--- config.mk ---
export PLATFORM = sky130hd
export DESIGN_NAME = fetch_sequencer
export DESIGN_NICKNAME = d
export VERILOG_FILES = /design/src/rtl/fetch_sequencer.sv
export SDC_FILE = /design/constraint.sdc
export NUM_CORES = 1
export LEC_CHECK = 0
export CAP_MARGIN = 30
export CORE_MARGIN = 3
export CORE_UTILIZATION = 48
export DETAILED_ROUTE_END_ITERATION = 8
export GPL_ROUTABILITY_DRIVEN = 0
export PLACE_DENSITY = 0.76
export SYNTH_ARGS = -nofsm -noshare
export SYNTH_HDL_FRONTEND = slang
export SYNTH_SLANG_ARGS = --single-unit
export TNS_END_PERCENT = 30
--- constraint.sdc ---
create_clock -name clk -period 2.1 [get_ports clk]
set_input_delay 0.525 -clock clk [delete_from_list [all_inputs] [get_ports clk]]
set_output_delay 0.525 -clock clk [all_outputs]
set_load 0.02 [all_outputs]
--- src/rtl/fetch_sequencer.sv ---
// -----------------------------------------------------------------------------
// fetch_sequencer
//   Next-PC controller and instruction-fetch sequencer for the RISC-V front end.
//   Owns the architectural fetch PC, runs a req/ack handshake to instruction
//   memory and presents one registered instruction at a time to IF/ID.
//
// Ports
//   clk, rst_n       clock (rising edge) and asynchronous active-low reset
//   stall_i          hazard stall; the held IF/ID instruction must not advance
//   redirect_i       taken branch/jump from EX, target on redirect_pc_i
//   trap_i           trap request; wins over redirect, target is TRAP_VEC
//   imem_req_o       instruction memory request
//   imem_addr_o      fetch address, stable while a request waits for ack
//   imem_ack_i       request accepted, imem_rdata_i valid this cycle
//   imem_rdata_i     fetched instruction word
//   if_valid_o       if_pc_o / if_instr_o hold a valid instruction
//   if_pc_o          PC of if_instr_o
//   if_instr_o       instruction handed to decode
//   flush_o          combinational pulse in the trap/redirect cycle
// -----------------------------------------------------------------------------
`timescale 1ns/1ps
module fetch_sequencer #(
  parameter logic [31:0] RESET_VEC = 32'h0000_0000,
  parameter logic [31:0] TRAP_VEC  = 32'h0000_0100
) (
  input  logic        clk,
  input  logic        rst_n,
  input  logic        stall_i,
  input  logic        redirect_i,
  input  logic [31:0] redirect_pc_i,
  input  logic        trap_i,
  output logic        imem_req_o,
  output logic [31:0] imem_addr_o,
  input  logic        imem_ack_i,
  input  logic [31:0] imem_rdata_i,
  output logic        if_valid_o,
  output logic [31:0] if_pc_o,
  output logic [31:0] if_instr_o,
  output logic        flush_o
);

  localparam logic [1:0] S_IDLE   = 2'd0;
  localparam logic [1:0] S_FETCH  = 2'd1;
  localparam logic [1:0] S_SQUASH = 2'd2;
  localparam logic [1:0] S_HOLD   = 2'd3;

  localparam logic [31:0] NOP = 32'h0000_0013;

  logic [1:0]  state_q, state_d;
  logic [31:0] pc_q, pc_d;
  logic [31:0] sq_addr_q, sq_addr_d;   // address of the request being squashed
  logic        valid_q, valid_d;
  logic [31:0] if_pc_q, if_pc_d;
  logic [31:0] instr_q, instr_d;

  logic        event_hit;
  logic [31:0] event_pc;
  logic        slot_busy;
  logic        fetch_active;

  assign event_hit    = trap_i | redirect_i;
  assign event_pc     = trap_i ? TRAP_VEC : {redirect_pc_i[31:2], 2'b00};
  // The IF/ID slot is occupied and will not be consumed this cycle, so
  // there is nowhere to put a new word: no request is issued.
  assign slot_busy    = valid_q & stall_i;
  assign fetch_active = (state_q == S_FETCH) || (state_q == S_HOLD);

  assign imem_req_o  = (state_q == S_SQUASH) | (fetch_active & ~slot_busy);
  // While squashing, the old request must complete at its original address
  // even though pc_q already holds the new target.
  assign imem_addr_o = (state_q == S_SQUASH) ? sq_addr_q : pc_q;
  assign flush_o     = event_hit & (state_q != S_IDLE);

  assign if_valid_o  = valid_q;
  assign if_pc_o     = if_pc_q;
  assign if_instr_o  = instr_q;

  always_comb begin
    // NOTE: every signal assigned here gets a default first; a path that
    // leaves one unassigned would infer a latch.
    state_d   = state_q;
    pc_d      = pc_q;
    sq_addr_d = sq_addr_q;
    valid_d   = valid_q;
    if_pc_d   = if_pc_q;
    instr_d   = instr_q;

    case (state_q)
      S_IDLE: begin
        state_d = S_FETCH;
      end

      S_SQUASH: begin
        // Further events only retarget; the outstanding request still drains.
        if (event_hit) pc_d = event_pc;
        if (imem_ack_i) state_d = S_FETCH;
      end

      default: begin  // S_FETCH and S_HOLD share the slot/handshake rules
        if (event_hit) begin
          pc_d    = event_pc;
          valid_d = 1'b0;
          if (imem_req_o && !imem_ack_i) begin
            state_d   = S_SQUASH;
            sq_addr_d = pc_q;
          end else begin
            state_d = S_FETCH;
          end
        end else if (slot_busy) begin
          state_d = S_HOLD;
        end else if (imem_ack_i) begin
          valid_d = 1'b1;
          if_pc_d = pc_q;
          instr_d = imem_rdata_i;
          pc_d    = pc_q + 32'd4;   // modulo 2^32 wrap is intended
          state_d = stall_i ? S_HOLD : S_FETCH;
        end else begin
          // Either the held word is consumed now or the slot was already empty.
          valid_d = 1'b0;
          state_d = S_FETCH;
        end
      end
    endcase
  end

  // NOTE: sequential state uses non-blocking assignments so every register
  // samples pre-edge values regardless of statement order.
  always_ff @(posedge clk or negedge rst_n) begin
    if (!rst_n) begin
      state_q   <= S_IDLE;
      pc_q      <= RESET_VEC;
      sq_addr_q <= 32'h0;
      valid_q   <= 1'b0;
      if_pc_q   <= 32'h0;
      instr_q   <= NOP;
    end else begin
      state_q   <= state_d;
      pc_q      <= pc_d;
      sq_addr_q <= sq_addr_d;
      valid_q   <= valid_d;
      if_pc_q   <= if_pc_d;
      instr_q   <= instr_d;
    end
  end

endmodule

==> results of run 1 <==
==> cell type report <==
cell class	instances	area, um2
clock buffer	26	499
sequential	125	3130
tap	168	210
timing repair buffer	228	2150
fill	928	3330
clock inverter	6	60.1
inverter	8	30.0
multi-input combinational	403	2700
==> logic make-up after synthesis <==
kind of cell / share of synthesized area (%)
adder cells (fa/ha/maj): 0.208
buffers and inverters: 3.99
AND/OR/NAND/NOR: 16.2
AO/OA/AOI/OAI: 11.6
other: 0.0623
flip-flops: 52.1
multiplexers: 15.9
==> power by group through the flow <==
stage                     registers [uW]  logic, uW  clock network, uW
after detailed placement            3480       2940                  0
after CTS                           3450       2940               2790
after global routing                3530       3140               2900
after floorplan                     3770       1090                  0
after global placement              3430       2880                  0
final                               3460       2930               2730
==> critical path, stage by stage, from the launching register on <==
cell and delay (ns):
dfrtp_1 0.43, nor2b_4 0.20, buf_12 0.16, buf_12 0.12, nand2_1 0.05, nand2_1 0.07
buf_4 0.14
==> registers in the layout, summed over array words and instances, names as in the netlist <==
name        flops
state_q         2
if_pc_o        30
sq_addr_q      30
if_instr_o     32
if_valid_o      1
pc_q           30
==> per-stage QoR <==
stage / hold WS, ns / instances / setup TNS [ns] / utilization (%) / setup slack [ns]
after floorplan: 0.229 / 579 / 0 / - / 0.186
after global placement: 0.461 / 927 / -11.41 / 67.7 / -0.284
after detailed placement: 0.464 / 927 / -16.66 / 67.7 / -0.279
after CTS: 0.0239 / 963 / -0.659 / 72.4 / -0.0911
after global routing: 0.0430 / 964 / -0.711 / 72.5 / -0.0623
final: 0.0307 / 964 / -0.00434 / 72.5 / -0.00434
==> routing by layer <==
| metal | wire (um) | up-vias | track usage [%] |
|---|---|---|---|
| met5 | 0 | - | 0 |
| met4 | 430 | 0 | 10.8 |
| met3 | 1560 | 34 | 9.27 |
| met2 | 8590 | 242 | 43.1 |
| met1 | 7010 | 2629 | 31.6 |
| li1 | - | 2461 | - |
==> cells in the mapped netlist (all sizes together) (6+ instances only) <==
| library cell | instances | area share [%] |
|---|---|---|
| buf | 28 | 2.5 |
| dfrtp | 122 | 51 |
| nand4 | 19 | 2.2 |
| nor3 | 8 | 0.85 |
| a21oi | 20 | 1.7 |
| o22a | 6 | 0.89 |
| mux2 | 82 | 15 |
| and3 | 8 | 0.85 |
| nand2 | 114 | 7.1 |
| o21ai | 34 | 2.8 |
| clkbuf | 15 | 0.96 |
| nor2 | 29 | 1.9 |
| inv | 8 | 0.50 |
| nand3 | 14 | 1.2 |
==> repair_timing <==
| item | CTS | global route |
|---|---|---|
| endpoints found under the setup margin | 32 | 37 |
| pin swaps | 0 | 3 |
| hold buffers | 0 | 0 |
| buffers inserted | 2 | 3 |
| resized for setup | 145 | 37 |
| cloned | 2 | 0 |
==> path summary, 6_finish.rpt <==
| kind | startpoint | to | cells after the start |
|---|---|---|---|
| setup / recovery | state_q[0] | imem_addr_o[17] | 6 |
| hold / removal | rst_n | if_pc_o[22] | 1 |
| setup reg to reg | pc_q[2] | pc_q[18] | 6 |
| hold reg to reg | sq_addr_q[25] | sq_addr_q[25] | 2 |
| max in group asynchronous | rst_n | if_pc_o[10] | 2 |
| min in group clk | sq_addr_q[25] | sq_addr_q[25] | 2 |
==> flow_summary.ini, run 1 <==
[drt]
antenna_left = 0
route.detailed.drc = 0
number_of_vias_per_cell_after_detailed_routing = 5.57
drt-total-wl_mm = 17.6
drt-wirelength-per-cell_um = 18.2
drt_first_iter_violations = 420
drt_pre_antenna_iters = 5
routed-via-count = 5366

[placed_design]
post_dp_cell_area_um2 = 8210
placement.io_buffers = 162
place_hpwl_mm = 12.6

[logic_synthesis]
ys_seq_elements = 125
syn_inst = 576
synth_enable_flop_cells = 0
postSynthAreaPerCell_um2 = 10.4
ys.flop_type = dfrtp_1
netlist_area_um2 = 6010
ys.warnings.count = 0
async_set_or_reset_register_ratio_after_synthesis_pct = 100
sequential_fraction_of_the_synthesis_area_pct = 52.1
synth_cell_type_count = 59

[hold_path]
worst_hold_path_type = in2async

[setup_path]
crit_arrival_ns = 1.58
worst_setup_path_end_kind = output pin
crit_required_ns = 1.57
worstSetupStartpointType = flop
worstPathMaxFanout = 9
setup.reg_to_reg.worst_slack_ns = 0.15
path_class = reg2out

[cells_and_area]
layout.nets = 854
most-common-layout-cells = clkdlybuf4s50_1 (127), dfrtp_1 (122), nand2_1 (111)
antenna_cells = 0
layout-drive-gt1-share_pct = 29.0
mostFrequentLayoutCell = clkdlybuf4s50_1
area_growth_pct = 45.9
postLayoutCellArea_um2 = 8780

[timing]
setup_slack_ns = -0.00434
final.period_utilization_pct = 100
timing.final.hold_violations = 0
unrepaired_setup_endpoints_after_global_routing = true
finalWorstPathRequiredPeriod_ns = 2.10
slew_violations = 0
clock_skew_ns = 0.00836
achievable_frequency_mhz = 475
setup_viol = 1

[clocking]
clock-sinks = 125
numCtsBuffers = 17
clk_pin_slew_ns = 0.05
cts.root.buffer_cell = clkbuf_16
clock_tree_from_tritoncts = done
cts_htree_levels = 4
ctsLongestPathBuffers = 2
clock_insertion_delay_worst_skew_ns = 0.41

[run_status]
status = complete, but fails checks
violations = negative setup slack

[pwr]
p_seq_share_pct = 37.9
pwr_dens_nw_per_um2 = 1040
netSwitchingPower_uw = 2860
power.share.combinational_pct = 32.1
power.share.switching_pct = 31.4
power_uw = 9130
internal_power_uw = 6260
ir_drop_mv = 0.711
clkPwrFrac_pct = 30.0
leakage_uw = 0.00403

[floorplan]
boundaryPins = 169
floorplan.initialDensity_pct = 49.7
die_y_um = 118
row_count = 40
die-area_um2 = 13900
core-area_um2 = 12100
die_x_um = 118

[global_routing]
first_pass_grt_wire_length_mm = 29.2
first_global_vias = 5642
overflow_left_after_global_routing = 0
antenna_found_initial = 0
gr-usage-all-layers_pct = 26.3
grt_max_degree = 41

[job]
max-cap-violations = 0
Power figures use the tool's default switching activity.
==> run 2: changes to the inputs <==
- CORE_ASPECT_RATIO: unset -> 0.75
- TNS_END_PERCENT: 30 -> 20
==> flow_summary.ini, run 2 (synthesis results as in run 1) <==
[timing]
timing.final.hold_violations = 0
achievable_frequency_mhz = 474
final.period_utilization_pct = 101
slew_violations = 0
finalWorstPathRequiredPeriod_ns = 2.11
setup_slack_ns = -0.0113
unrepaired_setup_endpoints_after_global_routing = true
fin_tns_setup_ns = -0.0113
timing.max_slew.rel_slack_pct = 59.9
worst_slew_pin_slew_ns = 0.599
clock_skew_ns = 0.00678
setup_viol = 1

[clocking]
ctsLongestPathBuffers = 2
clock_tree_from_tritoncts = done
clk_pin_slew_ns = 0.06
numCtsBuffers = 17
cts_htree_levels = 4
cts.root.buffer_cell = clkbuf_16
clock_insertion_delay_worst_skew_ns = 0.41
clock-sinks = 125

[setup_path]
critPathMaxStageDelay_ns = 0.43
critical-path-slowest-cell = dfrtp_1
critical_path.cell_chain = buf_4 > o22ai_1 > inv_1 > clkdlybuf4s15_2
crit_required_ns = 1.57
worstSetupStartpointType = flop
crit_arrival_ns = 1.59
worst_setup_path_end_kind = output pin
worstPathMaxFanout = 10
path_class = reg2out
setup.reg_to_reg.worst_slack_ns = 0.06

[drt]
drt_pre_antenna_iters = 5
antenna_left = 0
drt-total-wl_mm = 19.1
drt-wirelength-per-cell_um = 19.9
routed-via-count = 5602
route.detailed.drc = 0
drt_first_iter_violations = 483
number_of_vias_per_cell_after_detailed_routing = 5.82

[pwr]
pwr_dens_nw_per_um2 = 1050
ir_drop_mv = 0.646
leakage_uw = 0.00413
power_uw = 9580

[global_routing]
antenna_found_initial = 0
first_pass_grt_wire_length_mm = 29.2
grt_max_degree = 84
first_global_vias = 5571
gr-usage-all-layers_pct = 27.1
overflow_left_after_global_routing = 0

[floorplan]
boundaryPins = 169
floorplan.initialDensity_pct = 50.5
row_count = 34
die-area_um2 = 13900
die_x_um = 135
core-area_um2 = 11900
die_y_um = 103

[run_status]
status = complete, but fails checks
violations = negative setup slack

[cells_and_area]
most-common-layout-cells = clkdlybuf4s50_1 (126), dfrtp_1 (122), nand2_1 (85)
mostFrequentLayoutCell = clkdlybuf4s50_1
layout.cells.non_filler = 963
largest_register_ffs = 32
antenna_cells = 0
layout-drive-gt1-share_pct = 32.6
layout.nets = 859
postLayoutCellArea_um2 = 9090
area_growth_pct = 51.2
final.fill_count = 775

[placed_design]
post_dp_cell_area_um2 = 8250
placement.io_buffers = 162
place.detailed.instances = 924
place_hpwl_mm = 12.9
detailedPlace.worstSlack_ns = -0.311

[job]
max-cap-violations = 0

[hold_path]
worst_hold_path_type = in2async
==> run 2: changes by cell type in the layout (fill, tap and decap cells not counted), sizes merged, moves of 2 or more <==
cell / previous run / this run
bufinv: 1 / 3
clkdlybuf4s15: 0 / 2
buf: 96 / 99
clkinv: 3 / 1
==> run 2: critical path: cells and delay by family (launching register included) <==
kind / cells / cell delay (ns)
compound gates: 1 / 0.17
buf+inv: 3 / 0.57
flops: 1 / 0.43
==> run 2: worst paths after layout <==
check                                start              to  cells past startpoint
worst max-delay path            state_q[0]         flush_o                      4
worst min-delay path                 rst_n      if_pc_o[6]                      2
worst min register to register  if_pc_o[6]      if_pc_o[6]                      2
max in group asynchronous            rst_n  if_instr_o[28]                      3
worst max register to register  state_q[0]        pc_q[19]                      8
min in group clk                if_pc_o[6]      if_pc_o[6]                      2
==> run 2: per-layer routing <==
| metal | vias up | GRT usage [%] | routed length, um |
|---|---|---|---|
| met5 | - | 0 | 0 |
| met4 | 0 | 9.22 | 448 |
| met3 | 46 | 6.20 | 1620 |
| met2 | 331 | 43.7 | 9260 |
| met1 | 2745 | 36.6 | 7800 |
| li1 | 2480 | - | - |
==> run 2: repair_timing <==
| item | CTS | global route |
|---|---|---|
| pin swaps | 0 | 15 |
| setup endpoints to repair | 32 | 42 |
| hold endpoints to repair | 3 | 0 |
| hold buffers | 1 | 0 |
| cloned | 0 | 3 |
| resized for setup | 125 | 106 |
| setup buffers | 3 | 2 |
==> run 2: cell type report <==
cell class	count	area, um2	area share (%)
Tap cell	162	203	2.23
Inverter	8	30.0	0.330
Clock inverter	5	103	1.13
Multi-Input combinational cell	403	2770	30.4
Sequential cell	125	3130	34.4
Timing Repair Buffer	233	2350	25.8
Clock buffer	27	513	5.64
==> run 2: power breakdown <==
group	switching, uW	total [uW]	internal [uW]
clock network	1020	3050	2020
registers	457	3470	3010
logic	1480	3070	1590
total	2960	9580	6620
==> run 2: per-stage QoR <==
step	hold slack [ns]	util (%)
2_1_floorplan	0.229	-
6_report	0.457	76.3
3_3_place_gp	0.331	69.2
5_1_grt	0.463	76.3
3_5_place_dp	0.336	69.2
4_1_cts	0.439	73.9
==> run 3: changes to the inputs <==
- PLACE_DENSITY: 0.76 -> 0.8
==> flow_summary.ini, run 3 (synthesis results as in run 1) <==
[setup_path]
timing.critical_path.from = state_q[0]
worstPathMaxFanout = 8
r2r_end = pc_q[19]
crit_arrival_ns = 1.60
crit_required_ns = 1.57
path_class = reg2out
worst_setup_path_end_kind = output pin
setup.reg_to_reg.worst_slack_ns = 0.06
reg2reg_depth = 6
worst_r2r_startpoint = pc_q[7]
worstSetupStartpointType = flop

[drt]
number_of_vias_per_cell_after_detailed_routing = 5.79
drt-total-wl_mm = 19.3
routed-via-count = 5585
drt-wirelength-per-cell_um = 20.0
drt_first_iter_violations = 551
route.detailed.drc = 0
drt_pre_antenna_iters = 5
antenna_left = 0

[timing]
achievable_frequency_mhz = 470
unrepaired_setup_endpoints_after_global_routing = true
timing.max_slew.rel_slack_pct = 62.8
timing.final.hold_violations = 0
clock_skew_ns = 0.00915
setup_viol = 15
final.period_utilization_pct = 101
finalWorstPathRequiredPeriod_ns = 2.13
slew_violations = 0
setup_slack_ns = -0.0291
worst_slew_pin_slew_ns = 0.553

[cells_and_area]
layout.cells.non_filler = 964
antenna_cells = 0
mostFrequentLayoutCell = clkdlybuf4s50_1
most-common-layout-cells = clkdlybuf4s50_1 (128), dfrtp_1 (119), nand2_1 (101)
layout.nets = 862
area_growth_pct = 49.5
largest_register_ffs = 32
layout-drive-gt1-share_pct = 30.9

[global_routing]
first_pass_grt_wire_length_mm = 29.8
antenna_found_initial = 0
first_global_vias = 5688
grt_max_degree = 40
overflow_left_after_global_routing = 0
gr-usage-all-layers_pct = 27.5

[run_status]
status = complete, but fails checks
violations = negative setup slack

[clocking]
clock_insertion_delay_worst_skew_ns = 0.41
cts_htree_levels = 4
cts.root.buffer_cell = clkbuf_16
clock_tree_from_tritoncts = done
cts_setup_buffers = 0
ctsLongestPathBuffers = 2
post_cts_hold_buffer_count = 0
clk_pin_slew_ns = 0.06
numCtsBuffers = 17
clock-sinks = 125

[placed_design]
place.detailed.instances = 930
detailedPlace.worstSlack_ns = -0.287
place_hpwl_mm = 13.1
placement.io_buffers = 162

[floorplan]
core-area_um2 = 11900
die_y_um = 103
boundaryPins = 169
floorplan.initialDensity_pct = 50.5
row_count = 34
die_x_um = 135
die-area_um2 = 13900

[pwr]
pwr_dens_nw_per_um2 = 1030
leakage_uw = 0.00410
ir_drop_mv = 0.567

[hold_path]
worst_hold_path_type = in2async

[job]
max-cap-violations = 0
run 3: cell types whose count changed in the layout (fill, tap and decap cells not counted), moves of 3 or more:
cell | previous run | this run
clkinv_2 | 1 | 4
nand2_1 | 85 | 101
buf_6 | 27 | 30
clkbuf_8 | 5 | 0
dfrtp_1 | 122 | 119
buf_2 | 1 | 4
nand2_2 | 28 | 12
dfrtp_2 | 0 | 3
buf_4 | 61 | 58
run 3: worst max-delay path: stages, from the launching register on:
cell       delay (ns)
dfrtp_2          0.44
nor2b_4          0.17
buf_8            0.17
clkbuf_16        0.17
nand2_1          0.05
nand2_1          0.08
buf_6            0.12
run 3: per-stage QoR:
stage | total power (uW) | hold slack, ns | TNS [ns] | util, % | cell area, um2
2_1_floorplan | 4860 | 0.229 | 0 | - | 6030
3_3_place_gp | 6320 | 0.464 | -19.68 | 69.4 | 8270
3_5_place_dp | 6440 | 0.476 | -24.87 | 69.4 | 8270
4_1_cts | 9200 | 0.0587 | -0.193 | 73.8 | 8790
5_1_grt | 9720 | 0.0652 | -1.85 | 75.5 | 8990
6_report | 9300 | 0.0566 | -0.276 | 75.5 | 8990
run 3: timing repair:
item | CTS | global route
endpoints found under the setup margin | 32 | 50
gates cloned | 1 | 3
pin swaps | 0 | 11
gates resized for setup | 161 | 58
run 3: per-layer routing:
| metal | track usage, % | vias up | routed length [um] | share of wire [%] |
|---|---|---|---|---|
| met5 | 0 | - | 0 | 0 |
| met1 | 36.3 | 2736 | 7830 | 41 |
| li1 | - | 2489 | - | - |
| met2 | 44.5 | 314 | 9350 | 48 |
| met3 | 8.15 | 46 | 1770 | 9.1 |
| met4 | 8.06 | 0 | 357 | 1.8 |
run 3: worst max path at each step:
stage                            endpoint
after CTS                 imem_addr_o[28]
after global placement         imem_req_o
after floorplan           imem_addr_o[20]
after global routing      imem_addr_o[21]
after detailed placement     sq_addr_q[2]
final                     imem_addr_o[11]
run 3: area by class of cell:
| class | count | area (um2) |
|---|---|---|
| Tap cell | 162 | 203 |
| Multi-Input combinational cell | 403 | 2720 |
| Fill cell | 796 | 2920 |
| Sequential cell | 125 | 3140 |
| Clock buffer | 22 | 444 |
| Clock inverter | 8 | 95.1 |
| Inverter | 8 | 30.0 |
| Timing Repair Buffer | 236 | 2370 |
run 3: where the power goes:
| group | internal, uW | switching (uW) |
|---|---|---|
| registers | 3010 | 450 |
| clock network | 1720 | 1030 |
| logic | 1590 | 1490 |
